$ cat src/rtl/bram_port_arbiter_if.sv
// Requester-side bus of the BRAM port arbiter.
// Carries both requesters' request/lock/write/address/data lines and the
// grant, read-valid and shared read-data lines returned to them.
//   master : requester view (drives req/lock/we/addr/wdata, sees gnt/rvalid/rdata)
//   slave  : arbiter view   (sees req/lock/we/addr/wdata, drives gnt/rvalid/rdata)
interface bram_port_arbiter_if #(
    parameter int AW = 10,
    parameter int DW = 8
);
    logic          req0;
    logic          req1;
    logic          lock0;
    logic          lock1;
    logic          we0;
    logic          we1;
    logic [AW-1:0] addr0;
    logic [AW-1:0] addr1;
    logic [DW-1:0] wdata0;
    logic [DW-1:0] wdata1;
    logic          gnt0;
    logic          gnt1;
    logic          rvalid0;
    logic          rvalid1;
    logic [DW-1:0] rdata;

    modport master (
        output req0, req1, lock0, lock1, we0, we1, addr0, addr1, wdata0, wdata1,
        input  gnt0, gnt1, rvalid0, rvalid1, rdata
    );

    modport slave (
        input  req0, req1, lock0, lock1, we0, we1, addr0, addr1, wdata0, wdata1,
        output gnt0, gnt1, rvalid0, rvalid1, rdata
    );
endinterface

$ cat src/rtl/bram_port_arbiter.sv
// Shares one single-port block RAM between two requesters
// (port 0: UART loader/dumper, port 1: button-driven address scanner).
// Registered round-robin grant with optional lock for bursts; read results
// return RD_LAT cycles after the grant, tagged per port.
// Ports:
//   clk        system clock, rising edge
//   rst_n      asynchronous active-low reset
//   bus        requester interface (slave modport): req/lock/we/addr/wdata in,
//              gnt/rvalid/rdata out
//   ram_en     RAM enable
//   ram_we     RAM write enable
//   ram_addr   RAM address
//   ram_wdata  RAM write data
//   ram_rdata  RAM read data (passed to bus.rdata)
module bram_port_arbiter #(
    parameter int AW     = 10,
    parameter int DW     = 8,
    parameter int RD_LAT = 1
) (
    input  logic                 clk,
    input  logic                 rst_n,
    bram_port_arbiter_if.slave   bus,
    output logic                 ram_en,
    output logic                 ram_we,
    output logic [AW-1:0]        ram_addr,
    output logic [DW-1:0]        ram_wdata,
    input  logic [DW-1:0]        ram_rdata
);

    typedef enum logic [1:0] {
        IDLE = 2'd0,
        OWN0 = 2'd1,
        OWN1 = 2'd2
    } state_t;

    state_t        state_reg;
    state_t        state_next;
    logic          last_reg;      // 1 = port 1 was granted last
    logic          gnt0_reg;
    logic          gnt1_reg;
    logic          en_reg;
    logic          we_reg;
    logic [AW-1:0] addr_reg;
    logic [DW-1:0] wdata_reg;

    // Read tag pipe: bit 0 = port 0, bit 1 = port 1, one entry per stage.
    logic [RD_LAT-1:0][1:0] pipe_reg;
    logic [1:0]             issue;

    logic eff_req0;
    logic eff_req1;
    logic pick0;
    logic pick1;

    // A port being granted this cycle has completed; its still-high req
    // must not win the next decision.
    assign eff_req0 = bus.req0 & ~gnt0_reg;
    assign eff_req1 = bus.req1 & ~gnt1_reg;

    always_comb begin
        pick0 = 1'b0;
        pick1 = 1'b0;
        case (state_reg)
            IDLE: begin
                if (eff_req0 && eff_req1) begin
                    pick0 = last_reg;
                    pick1 = ~last_reg;
                end else begin
                    pick0 = eff_req0;
                    pick1 = eff_req1;
                end
            end
            OWN0:    pick0 = eff_req0;
            OWN1:    pick1 = eff_req1;
            default: ;
        endcase
    end

    always_comb begin
        state_next = state_reg;
        case (state_reg)
            IDLE: begin
                if (pick0 && bus.lock0)
                    state_next = OWN0;
                else if (pick1 && bus.lock1)
                    state_next = OWN1;
            end
            OWN0: begin
                if (pick0)
                    state_next = bus.lock0 ? OWN0 : IDLE;
                else if (!bus.lock0 && !bus.req0)
                    state_next = IDLE;    // owner abandoned the burst
            end
            OWN1: begin
                if (pick1)
                    state_next = bus.lock1 ? OWN1 : IDLE;
                else if (!bus.lock1 && !bus.req1)
                    state_next = IDLE;
            end
            default: state_next = IDLE;
        endcase
    end

    always_ff @(posedge clk or negedge rst_n) begin
        if (!rst_n) begin
            state_reg <= IDLE;
            last_reg  <= 1'b1;            // makes port 0 win the first tie
            gnt0_reg  <= 1'b0;
            gnt1_reg  <= 1'b0;
            en_reg    <= 1'b0;
            we_reg    <= 1'b0;
            addr_reg  <= '0;
            wdata_reg <= '0;
        end else begin
            state_reg <= state_next;
            gnt0_reg  <= pick0;
            gnt1_reg  <= pick1;
            en_reg    <= pick0 | pick1;
            we_reg    <= pick0 ? bus.we0 : (pick1 ? bus.we1 : 1'b0);
            if (pick0) begin
                addr_reg  <= bus.addr0;
                wdata_reg <= bus.wdata0;
                last_reg  <= 1'b0;
            end else if (pick1) begin
                addr_reg  <= bus.addr1;
                wdata_reg <= bus.wdata1;
                last_reg  <= 1'b1;
            end
        end
    end

    // A read is issued to the RAM in the cycle its grant is visible.
    assign issue = {gnt1_reg & ~we_reg, gnt0_reg & ~we_reg};

    generate
        for (genvar gi = 0; gi < RD_LAT; gi++) begin : g_stage
            if (gi == 0) begin : g_first
                always_ff @(posedge clk or negedge rst_n) begin
                    if (!rst_n)
                        pipe_reg[gi] <= 2'b00;
                    else
                        pipe_reg[gi] <= issue;
                end
            end else begin : g_rest
                always_ff @(posedge clk or negedge rst_n) begin
                    if (!rst_n)
                        pipe_reg[gi] <= 2'b00;
                    else
                        pipe_reg[gi] <= pipe_reg[gi-1];
                end
            end
        end
    endgenerate

    assign bus.gnt0    = gnt0_reg;
    assign bus.gnt1    = gnt1_reg;
    assign bus.rvalid0 = pipe_reg[RD_LAT-1][0];
    assign bus.rvalid1 = pipe_reg[RD_LAT-1][1];
    assign bus.rdata   = ram_rdata;
    assign ram_en      = en_reg;
    assign ram_we      = we_reg;
    assign ram_addr    = addr_reg;
    assign ram_wdata   = wdata_reg;

endmodule
$ cat src/flat_wrapper.sv
// flat-port wrapper written by rule: the top's interface ports become plain ports
module bram_port_arbiter_flat 
#(
    parameter int AW     = 10,
    parameter int DW     = 8,
    parameter int RD_LAT = 1
)
  (clk, rst_n, ram_en, ram_we, ram_addr, ram_wdata, ram_rdata, bus_req0, bus_req1, bus_lock0, bus_lock1, bus_we0, bus_we1, bus_addr0, bus_addr1, bus_wdata0, bus_wdata1, bus_gnt0, bus_gnt1, bus_rvalid0, bus_rvalid1, bus_rdata);
  bram_port_arbiter_if #(.AW(AW), .DW(DW)) bus_i ();
  input  logic clk;
  input  logic rst_n;
  output logic ram_en;
  output logic ram_we;
  output logic [AW-1:0] ram_addr;
  output logic [DW-1:0] ram_wdata;
  input  logic [DW-1:0] ram_rdata;
  input wire logic [$bits(bus_i.req0)-1:0] bus_req0;
  input wire logic [$bits(bus_i.req1)-1:0] bus_req1;
  input wire logic [$bits(bus_i.lock0)-1:0] bus_lock0;
  input wire logic [$bits(bus_i.lock1)-1:0] bus_lock1;
  input wire logic [$bits(bus_i.we0)-1:0] bus_we0;
  input wire logic [$bits(bus_i.we1)-1:0] bus_we1;
  input wire logic [$bits(bus_i.addr0)-1:0] bus_addr0;
  input wire logic [$bits(bus_i.addr1)-1:0] bus_addr1;
  input wire logic [$bits(bus_i.wdata0)-1:0] bus_wdata0;
  input wire logic [$bits(bus_i.wdata1)-1:0] bus_wdata1;
  output wire logic [$bits(bus_i.gnt0)-1:0] bus_gnt0;
  output wire logic [$bits(bus_i.gnt1)-1:0] bus_gnt1;
  output wire logic [$bits(bus_i.rvalid0)-1:0] bus_rvalid0;
  output wire logic [$bits(bus_i.rvalid1)-1:0] bus_rvalid1;
  output wire logic [$bits(bus_i.rdata)-1:0] bus_rdata;
  assign bus_i.req0 = bus_req0;
  assign bus_i.req1 = bus_req1;
  assign bus_i.lock0 = bus_lock0;
  assign bus_i.lock1 = bus_lock1;
  assign bus_i.we0 = bus_we0;
  assign bus_i.we1 = bus_we1;
  assign bus_i.addr0 = bus_addr0;
  assign bus_i.addr1 = bus_addr1;
  assign bus_i.wdata0 = bus_wdata0;
  assign bus_i.wdata1 = bus_wdata1;
  assign bus_gnt0 = bus_i.gnt0;
  assign bus_gnt1 = bus_i.gnt1;
  assign bus_rvalid0 = bus_i.rvalid0;
  assign bus_rvalid1 = bus_i.rvalid1;
  assign bus_rdata = bus_i.rdata;
  bram_port_arbiter #(.AW(AW), .DW(DW), .RD_LAT(RD_LAT)) u_core (.clk(clk), .rst_n(rst_n), .bus(bus_i), .ram_en(ram_en), .ram_we(ram_we), .ram_addr(ram_addr), .ram_wdata(ram_wdata), .ram_rdata(ram_rdata));
endmodule
$ cat config.mk
export PLATFORM = sky130hd
export DESIGN_NAME = bram_port_arbiter_flat
export DESIGN_NICKNAME = d
export VERILOG_FILES = /design/src/rtl/bram_port_arbiter_if.sv /design/src/rtl/bram_port_arbiter.sv /design/src/flat_wrapper.sv
export SDC_FILE = /design/constraint.sdc
export NUM_CORES = 1
export LEC_CHECK = 0
export CAP_MARGIN = 20
export CORE_MARGIN = 2
export CORE_UTILIZATION = 36
export CTS_CLUSTER_DIAMETER = 50
export DETAILED_ROUTE_END_ITERATION = 10
export PLACE_DENSITY = 0.91
export SYNTH_ARGS = -nofsm -noshare
export SYNTH_HDL_FRONTEND = slang
export SYNTH_SLANG_ARGS = --single-unit
$ cat constraint.sdc
create_clock -name clk -period 1.8 [get_ports clk]
set_input_delay 0.36 -clock clk [delete_from_list [all_inputs] [get_ports clk]]
set_output_delay 0.36 -clock clk [all_outputs]
set_load 0.03 [all_outputs]
# --- After elaboration in Yosys (flattened, before gate mapping) ---
# Index checks and enable logic that the tools add are counted.
classes:
  eq_ne: 5
  muxes: 21
  n_bitwise: 9
  n_reduce_logical: 12
ops:
  columns: ["cell", "n"]
  rows:
  - ["2-to-1 mux 10 bit", 2]
  - ["2-to-1 mux 8 bit", 2]
  - ["2-to-1 mux 2 bit", 7]
  - ["inequality test 3 x 1 -> 1 bit, second input constant", 3]
  - ["2-to-1 mux 1 bit", 7]
  - ["one-hot mux 2 bit (3 select lines)", 1]
  - ["logical AND 1 bit", 5]
  - ["bitwise AND 1 bit", 4]
  - ["logical NOT 1 bit", 4]
  - ["NOT 1 bit", 4]
  - ["one-hot mux 1 bit (2 select lines)", 2]
  - ["AND reduction 3 bit", 1]
  - ["equality test 2 x 1 -> 1 bit, second input constant", 1]
  - ["equality test 2 bit, second input constant", 1]
  - ["logical NOT 2 bit", 1]
  - ["nonzero test 2 bit", 1]
  - ["bitwise OR 1 bit", 1]
word_totals:
  regBits: 27

# --- Depth between registers and ports, before layout ---
logic_depth:
  depth_word: 9
  depth_mapped: 5
  depth_no_buf: 4

# --- Worst setup path before layout ---
# No wires, ideal clock.
synth_path:
  kind: "reg-to-reg"
  from: "register u_core.gnt1_reg (netlist: u_core.bus.gnt1)"
  to: "register u_core.addr_reg[5] (netlist: u_core.ram_addr[5])"
  arrival_ps: 1481
  path_slack_ps: 196
  stages_incl_launch_ff: 6
  period_less_slack_ps: 1604
  cell_sequence: "dfrtp_1 > nand2b_1 > a211o_1 > buf_6 > buf_8 > o221a_1"
synth_between:
  elab_chain_cells: 6
synth_rtl:
  columns: ["item", "line", "rtl"]
  rows:
  - ["start: declaration", "bram_port_arbiter.sv:40", "logic gnt1_reg;"]
  - ["start signal: assignment", "bram_port_arbiter.sv:117", "gnt1_reg <= pick1;"]
  - ["NOT 1 bit (*)", "bram_port_arbiter.sv:58", "assign eff_req1 = bus.req1 & ~gnt1_reg;"]
  - ["bitwise AND 1 bit (*)", "bram_port_arbiter.sv:58", null]
  - ["logical AND 1 bit", "bram_port_arbiter.sv:65", "if (eff_req0 && eff_req1) begin"]
  - ["2-to-1 mux 1 bit", "bram_port_arbiter.sv:65", null]
  - ["one-hot mux 1 bit (2 select lines)", "bram_port_arbiter.sv:63", "case (state_reg)"]
  - ["2-to-1 mux 10 bit / nonzero test 2 bit (equally long branches)", null, null]
  - ["end signal: assignment", "bram_port_arbiter.sv:121", "addr_reg <= bus.addr0;"]
  - ["end signal: assignment", "bram_port_arbiter.sv:125", "addr_reg <= bus.addr1;"]
  - ["end: declaration", "bram_port_arbiter.sv:43", "logic [AW-1:0] addr_reg;"]
# Mark *: on every way between the ends. The rest lies on a longest branch, timed or not.
# A chain may end at the register's enable or synchronous reset.

# --- Worst setup path after layout ---
layout_path:
  from: "register u_core.we_reg (netlist: u_core.ram_we)"
  to: "output port ram_we"
layout_lines:
  columns: ["item", "line", "rtl"]
  rows:
  - ["start: declaration", "bram_port_arbiter.sv:42", "logic we_reg;"]
  - ["start signal: assignment", "bram_port_arbiter.sv:119", "we_reg <= pick0 ? bus.we0 : (pick1 ? bus.we1 : 1'b0);"]
  - ["end: declaration", "flat_wrapper.sv:13", "output logic ram_we;"]
# No word-level cell between the ends.

==> results.cfg <==
[sta]
rsz0062_at_grt = false
final_min_period_over_clock_period = 0.976
post_layout_min_period_ps = 1760
slew_headroom = 0.697
report.final.slew_viol_count = 0
hold_viol = 0
finalSetupViolations = 0
clock-skew-final_ps = 1.20
top_achievable_clock_speed_ghz = 0.569
final.setup.worst_slack_ps = 43.6
worst_pin_slew_ps = 454

[yosys]
yosys.area.top_type = sky130_fd_sc_hd__dfrtp_1
ys_ff_latch = 27
post_synthesis_compound_gate_area_fraction = 0.208
synthDominantCellAreaShare = 0.506
synth_top_family_by_area = compound AO/OA/AOI/OAI gates
yosys-mux-area-fraction = 0
synth_area_leaders = sky130_fd_sc_hd__dfrtp_1, sky130_fd_sc_hd__o221a_1, sky130_fd_sc_hd__nand3b_1, sky130_fd_sc_hd__buf_4, sky130_fd_sc_hd__buf_6
post_synth_instance_area_um2 = 1290
synth_fa_ha_area_frac = 0
synth_seq_area_share = 0.526
synth_simple_gate_area_share = 0.161
mappedNetlistNets = 151
syn-instance-count = 99
ys_warn_count = 0
yosys.area_share.xor_xnor = 0
synth.distinct_cells = 26
synth.avg_cell_area_um2 = 13.0

[placement]
routabilityCongestion = 0.767
port_buffer_count = 67
place.detailed.hpwl_um = 2440
place_worst_setup_slack_ps = -227

[clock_network]
cts_resized = 2
clkSinkCount = 27
cts_tree = yes
master_cell_of_the_clock_root_buffer = sky130_fd_sc_hd__clkbuf_4
cts.path.max_buffers = 2
tritoncts.num_buffers = 3
h-tree-depth = 1
cts-hold-fix-buffers = 0
cts.clk_slew.worst_paths_ps = 130
clk-insertion-delay-late_ps = 310
post_cts_setup_buffer_count = 0

[worst_setup_path]
worst_path_dominant_cell_family = buffers and inverters
critPathLaunchType = flip-flop
critical_path_class = reg -> out
arrival_time_reported_for_the_critical_path_endpoint_ps = 1400
end_kind = primary output
crit_path_max_incr_delay_ps = 680
critical_path_buf_inv_count = 1
critPathSlowestCell = sky130_fd_sc_hd__clkdlybuf4s50_1
cp_cell_sequence = clkdlybuf4s50_1
timing.critical_path.fanout_max = 3
crit_required_ps = 1440

[floorplanning]
die_area_um2 = 4070
core-area_um2 = 3390
die_width_um = 63.8
initial_standard_cell_utilization_of_the_core = 0.379
core.rowCount = 21
y_dimension_of_the_die_um = 63.8
boundaryPins = 84

[final_layout]
nets = 214
diodes = 0
most_common_cell_after_layout_fill_and_taps_aside = sky130_fd_sc_hd__clkdlybuf4s50_1
layout_cell_share_with_drive_strength_beyond_1 = 0.0994
multi_input_area_um2 = 483
fillers = 274
regArea_um2 = 677
flow.area_growth_from_synthesis_pct = 55.2
flip_flop_count_of_the_largest_register_after_layout = 10
mostFrequentLayoutCells = sky130_fd_sc_hd__clkdlybuf4s50_1, sky130_fd_sc_hd__dfrtp_1, sky130_fd_sc_hd__nand3b_1, sky130_fd_sc_hd__o221a_1, sky130_fd_sc_hd__dlymetal6s2s_1

[detailed_routing]
drt_drc_violations_left = 0
route.final.wire_length_um = 3290
dr_total_vias = 1080
drtPass1Iterations = 4
ant_nets = 0
vias_per_cell = 5.22
drt_first_iter_violations = 24
detail_route.wl_per_cell_um = 15.9

[global_routing]
number_of_antenna_violations_at_the_first_check_in_global_routing = 0
grt_overflow = 0
wire_length_of_the_first_global_routing_pass_um = 5300
number_of_global_route_vias_before_repair = 1125
grt.total_usage = 0.167
grt_start_max_net_pins = 28

[power_and_ir_drop]
powerDensity_nw_per_um2 = 1550
total_power_mw = 3.10
p_leak_nw = 0.817
peak_supply_drop_uv = 760

[run]
cap_violations = 0

[outcome]
run_status = finished, final reports clean

[hold_path]
hold_class = in -> async
## routing by layer
metal	up-vias	GRT usage	share of wire
met5	-	0	0
met4	0	0.0462	0.010
met3	7	0.0335	0.077
met2	65	0.299	0.51
met1	511	0.203	0.40
li1	497	-	-
## cell type report
class	count	area share
Timing Repair Buffer	73	0.371
Sequential cell	27	0.339
Multi-Input combinational cell	54	0.242
Tap cell	46	0.0288
Clock buffer	4	0.0132
Inverter	3	0.00564
## Yosys cell counts
cell and instances:
sky130_fd_sc_hd__or4b_4 1, sky130_fd_sc_hd__inv_1 3, sky130_fd_sc_hd__buf_4 8, sky130_fd_sc_hd__nand3_1 1, sky130_fd_sc_hd__dfstp_2 1, sky130_fd_sc_hd__nand2b_1 1
sky130_fd_sc_hd__o221a_2 2, sky130_fd_sc_hd__o221a_1 16, sky130_fd_sc_hd__dfrtp_1 26, sky130_fd_sc_hd__and2_4 1, sky130_fd_sc_hd__nor3b_2 1, sky130_fd_sc_hd__buf_6 3
sky130_fd_sc_hd__a211o_1 2, sky130_fd_sc_hd__nor2_1 1, sky130_fd_sc_hd__a21o_1 1, sky130_fd_sc_hd__nand2_1 1, sky130_fd_sc_hd__a22o_1 1, sky130_fd_sc_hd__o21ai_0 1
sky130_fd_sc_hd__o21bai_2 1, sky130_fd_sc_hd__a32oi_1 1, sky130_fd_sc_hd__buf_2 2, sky130_fd_sc_hd__nor2b_1 3, sky130_fd_sc_hd__clkbuf_1 1, sky130_fd_sc_hd__a31oi_1 1
sky130_fd_sc_hd__nand3b_1 18, sky130_fd_sc_hd__buf_8 1
## path summary, 6_finish.rpt
kind / from / endpoint / slack, ps / cells after the start
worst max-delay path: u_core.ram_we / ram_we / 40 / 1
worst min-delay path: rst_n / u_core.ram_addr[1] / 390 / 2
worst max register to register: u_core.bus.gnt1 / u_core.ram_wdata[6] / 210 / 4
worst min register to register: u_core.ram_we / u_core.pipe_reg[0] / 480 / 1
max in group asynchronous: rst_n / u_core.last_reg / 1120 / 2
min in group clk: u_core.ram_we / u_core.pipe_reg[0] / 480 / 1
## cell families after synthesis
| group | Yosys count |
|---|---|
| AND/OR/NAND/NOR | 28 |
| flip-flops | 27 |
| AO/OA/AOI/OAI | 26 |
| buffers and inverters | 18 |
## per-stage QoR
step / cell area, um^2 / utilization / instances / setup TNS [ps] / hold slack, ps
after CTS: 1970 / 0.582 / 207 / 0 / 396
after floorplan: 1290 / - / 99 / 0 / 64.4
after global routing: 2000 / 0.589 / 207 / 0 / 406
after global placement: 1950 / 0.575 / 203 / -2100 / 440
after detailed placement: 1950 / 0.575 / 203 / -3830 / 469
final: 2000 / 0.589 / 207 / 0 / 391
## where the power goes
part           leakage, nW  switching [mW]  total [mW]  internal, mW
clock               0.0150           0.162       0.248        0.0865
sequential           0.311           0.203        1.09         0.888
combinational        0.490           0.940        1.76         0.820
total                0.817            1.30        3.10          1.79
Power figures use the tool's default switching activity.
